==> src/rtl/alu_mc.sv <==
// alu_mc: multi-cycle ALU with valid/ready handshake, registered result and NZCV flags.
// Base ops complete one cycle after accept. With ALU_MULDIV_EN defined the M ops are
// built (multiplier with MUL_LAT latency, restoring radix-2 divider). Without it,
// M ops complete in one cycle with rd=0 and out_err=1.
module alu_mc #(
  parameter int unsigned XLEN    = 32,
  parameter int unsigned MUL_LAT = 2
) (
  input  logic            clk,
  input  logic            reset,
  input  logic            in_valid,
  output logic            in_ready,
  input  logic [4:0]      ALUControl,
  input  logic [XLEN-1:0] rs1,
  input  logic [XLEN-1:0] rs2,
  output logic            out_valid,
  input  logic            out_ready,
  output logic [XLEN-1:0] rd,
  output logic [3:0]      flags,
  output logic            out_err
);

  localparam int unsigned SHW   = $clog2(XLEN);
  localparam int unsigned XW1   = XLEN + 1;
  localparam int unsigned CNT_W = $clog2(XLEN + MUL_LAT) + 1;

  localparam logic [1:0] S_IDLE = 2'd0;
  localparam logic [1:0] S_MUL  = 2'd1;
  localparam logic [1:0] S_DIV  = 2'd2;
  localparam logic [1:0] S_DONE = 2'd3;

  logic [1:0]       r_state;
  logic [CNT_W-1:0] r_cnt;
  logic [XLEN-1:0]  r_rd;
  logic [3:0]       r_flags;
  logic             r_err;

  logic             w_acc;
  logic [1:0]       w_state_nxt;
  logic [CNT_W-1:0] w_cnt_nxt;
  logic             w_ld;
  logic [XLEN-1:0]  w_res;
  logic [1:0]       w_cv;
  logic             w_err;

  assign in_ready  = !reset && ((r_state == S_IDLE) || ((r_state == S_DONE) && out_ready));
  assign w_acc     = in_valid && in_ready;
  assign out_valid = (r_state == S_DONE);
  assign rd        = r_rd;
  assign flags     = r_flags;
  assign out_err   = r_err;

  // Base integer datapath, evaluated directly on the presented operands.
  logic [SHW-1:0]  w_shamt;
  logic            w_sub;
  logic [XLEN-1:0] w_b_eff;
  logic [XLEN:0]   w_sum;
  logic [XLEN-1:0] w_base;
  logic [1:0]      w_base_cv;

  assign w_shamt = rs2[SHW-1:0];
  assign w_sub   = ALUControl[3];
  assign w_b_eff = w_sub ? ~rs2 : rs2;
  assign w_sum   = {1'b0, rs1} + {1'b0, w_b_eff} + XW1'(w_sub);

  // Base op result select; C/V only meaningful for ADD/SUB.
  always_comb begin
    w_base    = '0;
    w_base_cv = 2'b00;
    case (ALUControl[3:0])
      4'b0000, 4'b1000: begin
        w_base    = w_sum[XLEN-1:0];
        w_base_cv = {w_sum[XLEN],
                     (rs1[XLEN-1] == w_b_eff[XLEN-1]) && (w_sum[XLEN-1] != rs1[XLEN-1])};
      end
      4'b0001: w_base = rs1 << w_shamt;
      4'b0010: w_base = XLEN'($signed(rs1) < $signed(rs2));
      4'b0011: w_base = XLEN'(rs1 < rs2);
      4'b0100: w_base = rs1 ^ rs2;
      4'b0101: w_base = rs1 >> w_shamt;
      4'b1101: w_base = $unsigned($signed(rs1) >>> w_shamt);
      4'b0110: w_base = rs1 | rs2;
      4'b0111: w_base = rs1 & rs2;
      default: w_base = '0;
    endcase
  end

`ifdef ALU_MULDIV_EN
  logic [XLEN-1:0]   r_a;
  logic [XLEN-1:0]   r_b;
  logic [1:0]        r_op;
  logic [XLEN-1:0]   r_rem;
  logic [XLEN-1:0]   r_quo;
  logic [XLEN-1:0]   r_dvs;
  logic              r_negq;
  logic              r_negr;

  // Multiplier: operands come from the latch while in MUL, else straight from the inputs.
  logic [XLEN-1:0]   w_ma;
  logic [XLEN-1:0]   w_mb;
  logic [1:0]        w_mop;
  logic [2*XLEN-1:0] w_ma_x;
  logic [2*XLEN-1:0] w_mb_x;
  logic [2*XLEN-1:0] w_prod;
  logic [XLEN-1:0]   w_mul_res;

  assign w_ma      = (r_state == S_MUL) ? r_a  : rs1;
  assign w_mb      = (r_state == S_MUL) ? r_b  : rs2;
  assign w_mop     = (r_state == S_MUL) ? r_op : ALUControl[1:0];
  assign w_ma_x    = {{XLEN{((w_mop == 2'b01) || (w_mop == 2'b10)) && w_ma[XLEN-1]}}, w_ma};
  assign w_mb_x    = {{XLEN{(w_mop == 2'b01) && w_mb[XLEN-1]}}, w_mb};
  assign w_prod    = w_ma_x * w_mb_x;
  assign w_mul_res = (w_mop == 2'b00) ? w_prod[XLEN-1:0] : w_prod[2*XLEN-1:XLEN];

  // Divider: magnitudes at accept, one restoring step per DIV cycle, sign fix on the last.
  logic            w_dsigned;
  logic            w_a_neg;
  logic            w_b_neg;
  logic [XLEN-1:0] w_a_mag;
  logic [XLEN-1:0] w_b_mag;
  logic            w_ovf;
  logic [XLEN:0]   w_rs;
  logic [XLEN:0]   w_diff;
  logic            w_qbit;
  logic [XLEN-1:0] w_rem_step;
  logic [XLEN-1:0] w_quo_step;
  logic [XLEN-1:0] w_div_res;

  assign w_dsigned  = !ALUControl[0];
  assign w_a_neg    = w_dsigned && rs1[XLEN-1];
  assign w_b_neg    = w_dsigned && rs2[XLEN-1];
  assign w_a_mag    = w_a_neg ? -rs1 : rs1;
  assign w_b_mag    = w_b_neg ? -rs2 : rs2;
  assign w_ovf      = w_dsigned && (rs1 == {1'b1, {(XLEN-1){1'b0}}}) && (&rs2);
  assign w_rs       = {r_rem, r_quo[XLEN-1]};
  assign w_diff     = w_rs - {1'b0, r_dvs};
  assign w_qbit     = !w_diff[XLEN];
  assign w_rem_step = w_qbit ? w_diff[XLEN-1:0] : w_rs[XLEN-1:0];
  assign w_quo_step = {r_quo[XLEN-2:0], w_qbit};
  assign w_div_res  = r_op[1] ? (r_negr ? -w_rem_step : w_rem_step)
                              : (r_negq ? -w_quo_step : w_quo_step);

  // Latch M-op operands at accept and iterate the divider while in DIV.
  always_ff @(posedge clk) begin
    if (reset) begin
      r_a    <= '0;
      r_b    <= '0;
      r_op   <= '0;
      r_rem  <= '0;
      r_quo  <= '0;
      r_dvs  <= '0;
      r_negq <= 1'b0;
      r_negr <= 1'b0;
    end else if (w_acc && ALUControl[4]) begin
      r_a    <= rs1;
      r_b    <= rs2;
      r_op   <= ALUControl[1:0];
      r_rem  <= '0;
      r_quo  <= w_a_mag;
      r_dvs  <= w_b_mag;
      r_negq <= w_a_neg ^ w_b_neg;
      r_negr <= w_a_neg;
    end else if (r_state == S_DIV) begin
      r_rem  <= w_rem_step;
      r_quo  <= w_quo_step;
    end
  end
`endif

  // Next-state and result-load decision.
  always_comb begin
    w_state_nxt = r_state;
    w_cnt_nxt   = r_cnt;
    w_ld        = 1'b0;
    w_res       = '0;
    w_cv        = 2'b00;
    w_err       = 1'b0;
    case (r_state)
      S_IDLE, S_DONE: begin
        if (w_acc) begin
          if (!ALUControl[4]) begin
            w_state_nxt = S_DONE;
            w_ld        = 1'b1;
            w_res       = w_base;
            w_cv        = w_base_cv;
          end else begin
`ifdef ALU_MULDIV_EN
            if (!ALUControl[2]) begin
              if (MUL_LAT <= 1) begin
                w_state_nxt = S_DONE;
                w_ld        = 1'b1;
                w_res       = w_mul_res;
              end else begin
                w_state_nxt = S_MUL;
                w_cnt_nxt   = CNT_W'(MUL_LAT - 2);
              end
            end else if (rs2 == '0) begin
              w_state_nxt = S_DONE;
              w_ld        = 1'b1;
              w_res       = ALUControl[1] ? rs1 : '1;
            end else if (w_ovf) begin
              w_state_nxt = S_DONE;
              w_ld        = 1'b1;
              w_res       = ALUControl[1] ? '0 : rs1;
            end else begin
              w_state_nxt = S_DIV;
              w_cnt_nxt   = CNT_W'(XLEN - 1);
            end
`else
            w_state_nxt = S_DONE;
            w_ld        = 1'b1;
            w_err       = 1'b1;
`endif
          end
        end else if ((r_state == S_DONE) && out_ready) begin
          w_state_nxt = S_IDLE;
        end
      end
      S_MUL: begin
        if (r_cnt == '0) begin
          w_state_nxt = S_DONE;
          w_ld        = 1'b1;
`ifdef ALU_MULDIV_EN
          w_res       = w_mul_res;
`endif
        end else begin
          w_cnt_nxt = r_cnt - CNT_W'(1);
        end
      end
      S_DIV: begin
        if (r_cnt == '0) begin
          w_state_nxt = S_DONE;
          w_ld        = 1'b1;
`ifdef ALU_MULDIV_EN
          w_res       = w_div_res;
`endif
        end else begin
          w_cnt_nxt = r_cnt - CNT_W'(1);
        end
      end
      default: w_state_nxt = S_IDLE;
    endcase
  end

  // State, counter and registered result/flags.
  always_ff @(posedge clk) begin
    if (reset) begin
      r_state <= S_IDLE;
      r_cnt   <= '0;
      r_rd    <= '0;
      r_flags <= '0;
      r_err   <= 1'b0;
    end else begin
      r_state <= w_state_nxt;
      r_cnt   <= w_cnt_nxt;
      if (w_ld) begin
        r_rd    <= w_res;
        r_flags <= {w_res[XLEN-1], (w_res == '0), w_cv};
        r_err   <= w_err;
      end
    end
  end

endmodule

==> config.mk <==
export PLATFORM = sky130hd
export DESIGN_NAME = alu_mc
export DESIGN_NICKNAME = d
export VERILOG_FILES = /design/src/rtl/alu_mc.sv
export SDC_FILE = /design/constraint.sdc
export NUM_CORES = 1
export LEC_CHECK = 0
export ABC_AREA = 1
export CORE_UTILIZATION = 40
export CTS_BUF_LIST = sky130_fd_sc_hd__clkbuf_16
export DETAILED_ROUTE_END_ITERATION = 7
export SLEW_MARGIN = 30
export SYNTH_ARGS = -nofsm -noshare
export SYNTH_HDL_FRONTEND = slang
export SYNTH_SLANG_ARGS = --single-unit
==> constraint.sdc <==
create_clock -name clk -period 3.8 [get_ports clk]
set_input_delay 0.57 -clock clk [delete_from_list [all_inputs] [get_ports clk]]
set_output_delay 0.57 -clock clk [all_outputs]
set_load 0.005 [all_outputs]
==> impl_metrics.toml <==
[status]
run_status = "completed"

[grt]
grt_pass1_vias = 12314
grt_pass1_wl_um = 71560
met2_usage = 0.5664
use_met3 = 0.05256
grtUsageTotal = 0.3563
grt_max_degree = 63
overflow = 0
antenna_found_initial = 0
grt_util_met1 = 0.4982
gr-max-usage-layer = "met2"

[drt]
wl_um = 48230
drc_errors = 0
ant_nets = 0
viasPerCell = 5.666
vias = 13542
wl_per_cell_um = 20.18
drt_pass1_iterations = 6
drtIter0Drc = 1551

[yosys]
synth_cells = 1959
synth_edf_count = 0
yosysSeqAreaShare = 0.07095
yosys-top-cells-area = "nand2_1 26%, nand3_1 18%, ha_1 15%, inv_1 7.8%, dfxtp_1 7.1%"
yosys_warnings = 0
syn_area_per_cell_um2 = 5.329
ys.flop_type = "dfxtp_1"
yosysTopAreaCell = "nand2_1"
netlist_area_um2 = 10440
synth_top_area_frac = 0.2567
ys_async_sr_fraction = 0
ys_ff_latch = 37
synth.net_count = 2161
synth.distinct_cells = 48

[layout]
fin_util = 0.4820
diodes = 0
syn_to_final_growth_pct = 17.26
final_nets = 2262
register_area_um2 = 740.7
multi_input_area_um2 = 8393
fillCellCount = 2886
fin_area_um2 = 12240
drive_gt1_frac = 0.05777

[cts]
cts.sinks = 37
clock_path_buffers = 2
cts_resized = 0
worstSkewPairLatency_ns = 0.28
h-tree-depth = 2
post_cts_buffers = 0
ctsHoldBuffers = 0
root_buffer = "clkbuf_16"
path_clk_slew_ns = 0.06
numCtsBuffers = 5
cts_tree = "built"

[placement]
dpl-instance-area_um2 = 12110
portBuffers = 111
hpwlAfterDp_um = 40050
gp_congestion = 1.015

[timing]
tightest_slew_ns = 0.7306
slew_viol_final = 0
period_share = 0.9360
tns_ns = 0
fmax_mhz = 281.1
rsz0062_at_grt = "no"
setup_viol = 0
fin_skew_ns = 0.002876
min_period_ns = 3.557
relSlewSlack = 0.5124
hold_viol_final = 0

[power]
power.density_nw_per_um2 = 192.1
irDropWorstVdd_mv = 0.1760
finalPower_mw = 2.352
p_leak_nw = 6.620

[floorplan]
die-width_um = 163.6
initial_utilization = 0.4110
die_area_um2 = 26750
ios = 112
die_y_um = 163.6
row_count = 58
core_area_um2 = 25400

[hold_path]
hp-class = "reg2reg"

[worst_setup_path]
slowest_delay_ns = 0.52
cp_max_fo = 6
startpoint_type = "primary input"
criticalPathCategory = "in2reg"
path_cells = "clkdlybuf4s50_1 -> xor2_1 -> ha_1 -> nand2_1 -> inv_1 -> a21oi_1 -> nand2_1 -> nand2_1 -> nand2_1 -> o21ai_0 -> nand3_1 -> nand2_1 -> nand2_1 -> nor2_1 -> nand2_1 -> nor2_1 -> nand3_1 -> a21oi_2"
critical_path.endpoint_type = "flop"
path_common_cell = "nand2_1"
worstPathArrival_ns = 3.78
slowest_stage = "clkdlybuf4s50_1"
required_ns = 4.02

[run]
cap_violations = 0
-- critical path, delay by kind of cell --
family / cells / cell delay [ns]
adder cells (fa/ha/maj): 1 / 0.32
XOR/XNOR: 1 / 0.19
buffers and inverters: 2 / 0.59
AO/OA/AOI/OAI: 3 / 0.84
AND/OR/NAND/NOR: 11 / 1.27
-- cells in the final DEF (no fill, tap or decap), types with 8 or more instances in the layout --
master / n
buf_12: 8
nand4_1: 19
nand2_2: 16
o21ai_0: 24
dfxtp_1: 37
o2111ai_1: 8
nand2_1: 714
nand3b_1: 17
inv_1: 219
ha_1: 128
o211ai_1: 8
nor2_1: 108
o21ai_1: 12
clkdlybuf4s50_1: 108
buf_4: 59
nor3_1: 19
nand3_1: 370
xor2_1: 31
a21oi_1: 85
-- stage by stage --
step	setup WS (ns)	hold slack [ns]	cells
floorplan	0.5238	0.4618	1959
global placement	0.01596	0.4557	2383
detailed placement	0.02452	0.4575	2383
CTS	0.2973	0.4657	2390
global route	0.1309	0.4869	2390
finish	0.2430	0.4628	2390
-- final cells by class --
cell class	count	area share
sequential	37	0.06051
inverter	228	0.07052
clock buffer	5	0.01022
tap	330	0.03373
timing repair buffer	178	0.1388
clock inverter	2	0.0006132
multi-input combinational	1610	0.6856
-- metal layers --
metal / part of all wire / up-vias / wire (µm)
li1: - / 6554 / -
met1: 0.45 / 6277 / 21520
met2: 0.44 / 627 / 20990
met3: 0.090 / 84 / 4317
met4: 0.029 / 0 / 1396
met5: 0 / - / 0
-- sequential cells by signal, indices dropped and copies added, names as in the netlist --
signal / count
r_state: 1
out_err: 1
flags: 3
rd: 32
-- cell usage after synthesis, drive strengths merged, types with 4 or more instances --
cell type and number:
nand2 731, nand3 371, inv 226, ha 128, nor2 115, a21oi 89, buf 55, dfxtp 37
o21ai 37, xor2 31, clkbuf 29, nand4 19, nor3 19, nand3b 17, o2111ai 8, o211ai 8
a221oi 4, and2 4, o21bai 4, o22ai 4
-- logic make-up (layout without fill, tap and decap cells) --
group | count (synthesis) | after routing | synth area share
and+or+nand+nor | 1282 | 1282 | 0.5273
adders and majority gates | 129 | 129 | 0.1553
DFF | 37 | 37 | 0.07095
xor gates and xnor gates | 32 | 32 | 0.02685
AOI/OAI and AO/OA | 167 | 167 | 0.09420
buffers and inverters | 312 | 413 | 0.1254
-- power breakdown --
part | internal [mW] | switching, mW | total (mW)
clock | 0.235 | 0.155 | 0.390
combinational | 0.532 | 1.03 | 1.56
sequential | 0.396 | 0.00483 | 0.401
total | 1.16 | 1.19 | 2.35
-- final timing paths --
kind                           start                    end  slack (ns)  cells past startpoint
min              rd[10]$_SDFFE_PP0P_    rd[10]$_SDFFE_PP0P_        0.46                      2
max                           rs2[3]  flags[2]$_SDFFE_PP0P_        0.24                     18
max reg2reg  r_state[0]$_SDFFE_PP0P_  flags[2]$_SDFFE_PP0P_        1.50                     13
min reg2reg      rd[10]$_SDFFE_PP0P_    rd[10]$_SDFFE_PP0P_        0.46                      2
Note: power is estimated with default switching activity, not from simulation.
